<file path="src/rtl/bpsk_pkg.sv">
// Shared types and constants for the BPSK frame scheduler.
package bpsk_pkg;

    // Scheduler FSM states
    typedef enum logic [1:0] {
        IDLE = 2'd0,
        ARM  = 2'd1,
        SEND = 2'd2,
        GAP  = 2'd3
    } state_t;

    // Requester / owner encoding; also used as the index into the request vector
    localparam logic OWN_HOST = 1'b0;
    localparam logic OWN_BCN  = 1'b1;

    // Default frame geometry: 38 words of 32 bits
    localparam int WORD_BITS_DFLT   = 32;
    localparam int FRAME_BITS       = 38 * WORD_BITS_DFLT;
    localparam int SLOT_STRIDE_DFLT = 152;

endpackage

</file>
<file path="src/rtl/bpsk_rr_arb.sv">
// Two-way round-robin arbiter: grants the single requester directly, and on
// a tie grants the requester that did not win last time.
module bpsk_rr_arb
    import bpsk_pkg::*;
(
    input  logic       clk,
    input  logic       rst_n,
    input  logic [1:0] req,
    input  logic       grant_en,
    output logic [1:0] grant,
    output logic       last_grant
);

    logic last_grant_reg;

    // Combinational one-hot grant, suppressed while the scheduler is busy
    always_comb begin
        grant = 2'b00;
        if (grant_en) begin
            case (req)
                2'b01:   grant = 2'b01;
                2'b10:   grant = 2'b10;
                2'b11:   grant = (last_grant_reg == OWN_BCN) ? 2'b01 : 2'b10;
                default: grant = 2'b00;
            endcase
        end
    end

    // Remember who won the most recent grant; beacon after reset so host wins the first tie
    always_ff @(posedge clk or negedge rst_n) begin
        if (!rst_n) begin
            last_grant_reg <= OWN_BCN;
        end else if (|grant) begin
            last_grant_reg <= grant[OWN_BCN];
        end
    end

    assign last_grant = last_grant_reg;

endmodule

</file>
<file path="src/rtl/bpsk_frame_sched.sv">
// Frame sequencer and arbiter that owns the BPSK modulator send_signal.
// Grants host or beacon, selects the BRAM slot base, and gates transmission
// for an exact number of baud bits per frame with repeat, gap and abort.
module bpsk_frame_sched
    import bpsk_pkg::*;
#(
    parameter int WORD_BITS   = WORD_BITS_DFLT,
    parameter int FRAME_WORDS = FRAME_BITS / WORD_BITS_DFLT,
    parameter int GAP_BITS    = 64,
    parameter int SLOT_STRIDE = SLOT_STRIDE_DFLT,
    parameter int ADDR_WIDTH  = 32,
    parameter int REP_W       = 8
) (
    input  logic                  clk,
    input  logic                  rst_n,
    input  logic                  baud_tick,
    input  logic                  host_req,
    input  logic                  host_slot,
    input  logic [REP_W-1:0]      host_repeat,
    input  logic                  bcn_req,
    input  logic                  bcn_slot,
    input  logic                  abort,
    output logic                  host_ack,
    output logic                  bcn_ack,
    output logic                  send_signal,
    output logic [ADDR_WIDTH-1:0] frame_base,
    output logic                  owner,
    output logic                  busy,
    output logic                  frame_done,
    output logic                  aborted
);

    localparam int FRM_BITS = FRAME_WORDS * WORD_BITS;
    localparam int CNT_MAX  = (FRM_BITS > GAP_BITS) ? FRM_BITS : GAP_BITS;
    localparam int CNT_W    = $clog2(CNT_MAX + 1);

    localparam logic [CNT_W-1:0] FRM_LAST = CNT_W'(FRM_BITS - 1);
    // Guarded so a zero-length gap does not produce a negative constant
    localparam logic [CNT_W-1:0] GAP_LAST = CNT_W'((GAP_BITS == 0) ? 0 : GAP_BITS - 1);

    state_t                  state_reg;
    logic [CNT_W-1:0]        bit_cnt_reg;
    logic [REP_W-1:0]        rep_left_reg;
    logic                    send_reg;
    logic                    busy_reg;
    logic                    host_ack_reg;
    logic                    bcn_ack_reg;
    logic                    frame_done_reg;
    logic                    aborted_reg;
    logic [ADDR_WIDTH-1:0]   frame_base_reg;

    logic [1:0]              grant;
    logic                    last_grant;
    logic                    grant_slot;

    bpsk_rr_arb u_arb (
        .clk        (clk),
        .rst_n      (rst_n),
        .req        ({bcn_req, host_req}),
        .grant_en   (state_reg == IDLE),
        .grant      (grant),
        .last_grant (last_grant)
    );

    assign grant_slot = grant[OWN_BCN] ? bcn_slot : host_slot;

    // Main scheduler FSM with all outputs registered alongside the state
    always_ff @(posedge clk or negedge rst_n) begin
        if (!rst_n) begin
            state_reg      <= IDLE;
            bit_cnt_reg    <= '0;
            rep_left_reg   <= '0;
            send_reg       <= 1'b0;
            busy_reg       <= 1'b0;
            host_ack_reg   <= 1'b0;
            bcn_ack_reg    <= 1'b0;
            frame_done_reg <= 1'b0;
            aborted_reg    <= 1'b0;
            frame_base_reg <= '0;
        end else begin
            host_ack_reg   <= 1'b0;
            bcn_ack_reg    <= 1'b0;
            frame_done_reg <= 1'b0;
            aborted_reg    <= 1'b0;

            if ((state_reg != IDLE) && abort) begin
                // Abort outranks everything, including a frame-completing tick
                state_reg    <= IDLE;
                send_reg     <= 1'b0;
                busy_reg     <= 1'b0;
                aborted_reg  <= 1'b1;
                rep_left_reg <= '0;
                bit_cnt_reg  <= '0;
            end else begin
                case (state_reg)
                    IDLE: begin
                        if (|grant) begin
                            state_reg      <= ARM;
                            busy_reg       <= 1'b1;
                            host_ack_reg   <= grant[OWN_HOST];
                            bcn_ack_reg    <= grant[OWN_BCN];
                            frame_base_reg <= grant_slot ? ADDR_WIDTH'(SLOT_STRIDE) : '0;
                            if (grant[OWN_BCN] || (host_repeat == '0))
                                rep_left_reg <= REP_W'(1);
                            else
                                rep_left_reg <= host_repeat;
                        end
                    end
                    ARM: begin
                        // Align the frame start to a fresh bit boundary
                        if (baud_tick) begin
                            state_reg   <= SEND;
                            send_reg    <= 1'b1;
                            bit_cnt_reg <= '0;
                        end
                    end
                    SEND: begin
                        if (baud_tick) begin
                            if (bit_cnt_reg == FRM_LAST) begin
                                frame_done_reg <= 1'b1;
                                rep_left_reg   <= rep_left_reg - REP_W'(1);
                                bit_cnt_reg    <= '0;
                                if (GAP_BITS != 0) begin
                                    state_reg <= GAP;
                                    send_reg  <= 1'b0;
                                end else if (rep_left_reg != REP_W'(1)) begin
                                    state_reg <= SEND;
                                    send_reg  <= 1'b1;
                                end else begin
                                    state_reg <= IDLE;
                                    send_reg  <= 1'b0;
                                    busy_reg  <= 1'b0;
                                end
                            end else begin
                                bit_cnt_reg <= bit_cnt_reg + CNT_W'(1);
                            end
                        end
                    end
                    GAP: begin
                        if (baud_tick) begin
                            if (bit_cnt_reg == GAP_LAST) begin
                                bit_cnt_reg <= '0;
                                if (rep_left_reg != '0) begin
                                    state_reg <= SEND;
                                    send_reg  <= 1'b1;
                                end else begin
                                    state_reg <= IDLE;
                                    busy_reg  <= 1'b0;
                                end
                            end else begin
                                bit_cnt_reg <= bit_cnt_reg + CNT_W'(1);
                            end
                        end
                    end
                    default: begin
                        state_reg <= IDLE;
                        send_reg  <= 1'b0;
                        busy_reg  <= 1'b0;
                    end
                endcase
            end
        end
    end

    assign host_ack    = host_ack_reg;
    assign bcn_ack     = bcn_ack_reg;
    assign send_signal = send_reg;
    assign frame_base  = frame_base_reg;
    // While a job is active the arbiter's last winner is the current owner
    assign owner       = busy_reg & last_grant;
    assign busy        = busy_reg;
    assign frame_done  = frame_done_reg;
    assign aborted     = aborted_reg;

endmodule

</file>
<file path="config.mk">
export PLATFORM = sky130hd
export DESIGN_NAME = bpsk_frame_sched
export DESIGN_NICKNAME = d
export VERILOG_FILES = /design/src/rtl/bpsk_pkg.sv /design/src/rtl/bpsk_rr_arb.sv /design/src/rtl/bpsk_frame_sched.sv
export SDC_FILE = /design/constraint.sdc
export NUM_CORES = 1
export LEC_CHECK = 0
export CELL_PAD_IN_SITES_DETAIL_PLACEMENT = 0
export CELL_PAD_IN_SITES_GLOBAL_PLACEMENT = 2
export CORE_MARGIN = 2
export CORE_UTILIZATION = 29
export CTS_CLUSTER_SIZE = 24
export DETAILED_ROUTE_END_ITERATION = 10
export PLACE_DENSITY_LB_ADDON = 0.1
export SLEW_MARGIN = 0
export SYNTH_ARGS = -nofsm -noshare
export SYNTH_HDL_FRONTEND = slang
export SYNTH_SLANG_ARGS = --single-unit
</file>
<file path="constraint.sdc">
create_clock -name clk -period 2 [get_ports clk]
set_input_delay 0.4 -clock clk [delete_from_list [all_inputs] [get_ports clk]]
set_output_delay 0.4 -clock clk [all_outputs]
set_load 0.005 [all_outputs]
</file>
==> results.py <==
metrics = {
    "detailed_routing": {
        "wl_per_cell_um": 14.46,
        "ant_nets": 0,
        "drtIter0Drc": 60,
        "vias": 1819,
        "via_per_inst": 4.825,
        "drc_errors": 0,
        "dr.pass1.iters": 4,
        "wirelength_um": 5452,
    },
    "finish": {
        "n_antenna_cell": 0,
        "nNetsFinal": 299,
        "fillers": 738,
        "largest_register_ffs": 11,
        "final_common_cell": "buf_4",
        "layout_common_cells": "31 x buf_4, 29 x conb_1, 28 x dfrtp_1",
        "final_cells": 377,
        "drive_above_1_share": 0.1637,
        "area_growth_syn_to_layout_pct": 25.61,
    },
    "synth": {
        "synth_seq_cells": 29,
        "synth-seq-area-share": 0.3543,
        "async_flop_share": 1.000,
        "synth.distinct_cells": 55,
        "synthTopCellsByArea": "dfrtp_1 34%, buf_4 11%, a31oi_1 3.7%",
        "yosys_warnings": 0,
        "synth_top_area_share": 0.3415,
        "synth_area_um2": 2052,
        "ys.flop_type": "dfrtp_1",
        "avgSynthCellArea_um2": 8.922,
        "netlist.top_cell.by_area": "dfrtp_1",
        "synth_cells": 230,
        "synth_edf_count": 0,
    },
    "power": {
        "finalPower_mw": 2.976,
        "p_per_area_nw_per_um2": 1155,
        "p_leak_nw": 1.088,
        "peakVddDrop_uv": 288.7,
    },
    "clock_tree": {
        "hold_buffers": 0,
        "cts_tree": "done",
        "cts_inserted_buffers": 5,
        "cts.clk_slew.worst_paths_ns": 0.07,
        "cts_htree_levels": 2,
        "clkLatencyLatePin_ns": 0.28,
        "clockRootBuffer": "clkbuf_8",
        "clockBufferDepth": 2,
        "numClockSinks": 29,
    },
    "place": {
        "dp.cells": 369,
        "gp_congestion": 0.7307,
        "io_buffer_count": 25,
        "hpwl_um": 4127,
    },
    "critical_path": {
        "critPathLaunchType": "register",
        "path_class": "register to register",
        "crit_required_ns": 2.17,
        "crit_fanout": 4,
        "worst_setup_path_end_kind": "register",
        "cp.arrival_ns": 2.08,
    },
    "sta": {
        "setup_violations": 0,
        "hold_viol": 0,
        "period_share": 0.9561,
        "slew_headroom": 0.6722,
        "rsz0062_at_grt": "no",
        "finalCriticalPeriod_ns": 1.912,
        "finalMaxSlewViolations": 0,
        "fin_skew_ns": 0.006458,
        "final.setup.tns_ns": 0,
        "clock.fmax_ghz": 0.5229,
        "tightest_slew_ns": 0.4854,
    },
    "floorplan": {
        "die-area_um2": 7764,
        "start_util": 0.3004,
        "core-area_um2": 6832,
        "row_count": 30,
        "die_w_um": 88.12,
        "die_h_um": 88.12,
        "ios": 55,
    },
    "global_routing": {
        "grt_pass1_vias": 1754,
        "grt_overflow_total": 0,
        "grt_pass1_wl_um": 8776,
        "antenna_found_initial": 0,
        "groute.usage.overall": 0.1481,
        "grt_max_degree": 30,
    },
    "run_status": {
        "status": "finished clean",
    },
    "run": {
        "drv_cap": 0,
    },
    "worst_hold_path": {
        "worst_hold_path_type": "input pin to asynchronous set/reset pin",
    },
}
-- worst paths after layout --
path / startpoint / end / slack, ns / cells after the start
max in group asynchronous: rst_n / u_arb.last_grant / 1.15 / 2
min: rst_n / rep_left_reg[5] / 0.52 / 2
max: rep_left_reg[5] / busy / 0.09 / 4
min in group clk: bit_cnt_reg[1] / bit_cnt_reg[1] / 0.53 / 2
min reg2reg: bit_cnt_reg[1] / bit_cnt_reg[1] / 0.53 / 2
max reg2reg: rep_left_reg[5] / busy / 0.09 / 4
-- cell type report --
type | instances | area [µm²] | area share
clock buffer | 8 | 90.09 | 0.03495
inverter | 12 | 45.04 | 0.01748
multi-input combinational | 176 | 1112 | 0.4316
sequential | 29 | 726.9 | 0.2820
tap | 96 | 120.1 | 0.04660
timing repair buffer | 56 | 483.0 | 0.1874
-- kinds of logic after synthesis --
kind of cell | count (synthesis) | share of synthesized area
muxes | 4 | 0.01951
adders and majority gates | 3 | 0.01829
and+or+nand+nor | 75 | 0.2250
AOI/OAI and AO/OA | 63 | 0.2146
buffers and inverters | 53 | 0.1579
DFF | 29 | 0.3543
xor gates and xnor gates | 2 | 0.008538
other | 1 | 0.001828
-- worst max-delay path: stages, from the launching register on --
cell and delay, ns:
dfrtp_1 0.41, or4_4 0.59, nor4_4 0.39, a211oi_1 0.13, a211o_1 0.27
-- synth_stat cells, drive strengths merged, types with 3 or more instances --
cell type and instances:
o2bb2ai 3, nor3 9, clkbuf 3, o22ai 5, nor4 7, dfrtp 28, a31oi 13, ha 3
o31ai 4, nand2 8, nand3 9, nand4 5, o21ai 10, or3 3, a2bb2oi 3, nor3b 3
nand2b 9, mux2i 4, and3 4, buf 38, nor2 7, inv 12, a21oi 5, a211oi 4
-- power by group --
group          internal, mW  switching, mW  total [mW]
sequential            0.748          0.190       0.938
clock                 0.281          0.235       0.516
combinational         0.792          0.730        1.52
-- stage by stage --
| stage | setup slack (ns) | cell area (µm²) | hold WS [ns] | utilization |
|---|---|---|---|---|
| global route | 0.01039 | 2577 | 0.5658 | 0.3773 |
| detailed placement | -0.04982 | 2481 | 0.5236 | 0.3632 |
| floorplan | 0.2713 | 2157 | 0.1044 | - |
| CTS | 0.05885 | 2571 | 0.5318 | 0.3764 |
| finish | 0.08777 | 2577 | 0.5163 | 0.3773 |
| global placement | -0.08140 | 2481 | 0.5165 | 0.3632 |
-- layer usage --
layer	global-route usage	vias to the layer above	routed length [µm]
met4	0.04545	0	51
li1	-	897	-
met1	0.1785	867	2391
met5	0	-	0
met3	0.03205	5	277
met2	0.2638	50	2731
-- what timing repair did --
action / in CTS / in global routing
endpoints found under the setup margin: 0 / 9
setup buffers: 0 / 0
gates resized for setup: 0 / 2
Power figures use the tool's default switching activity.
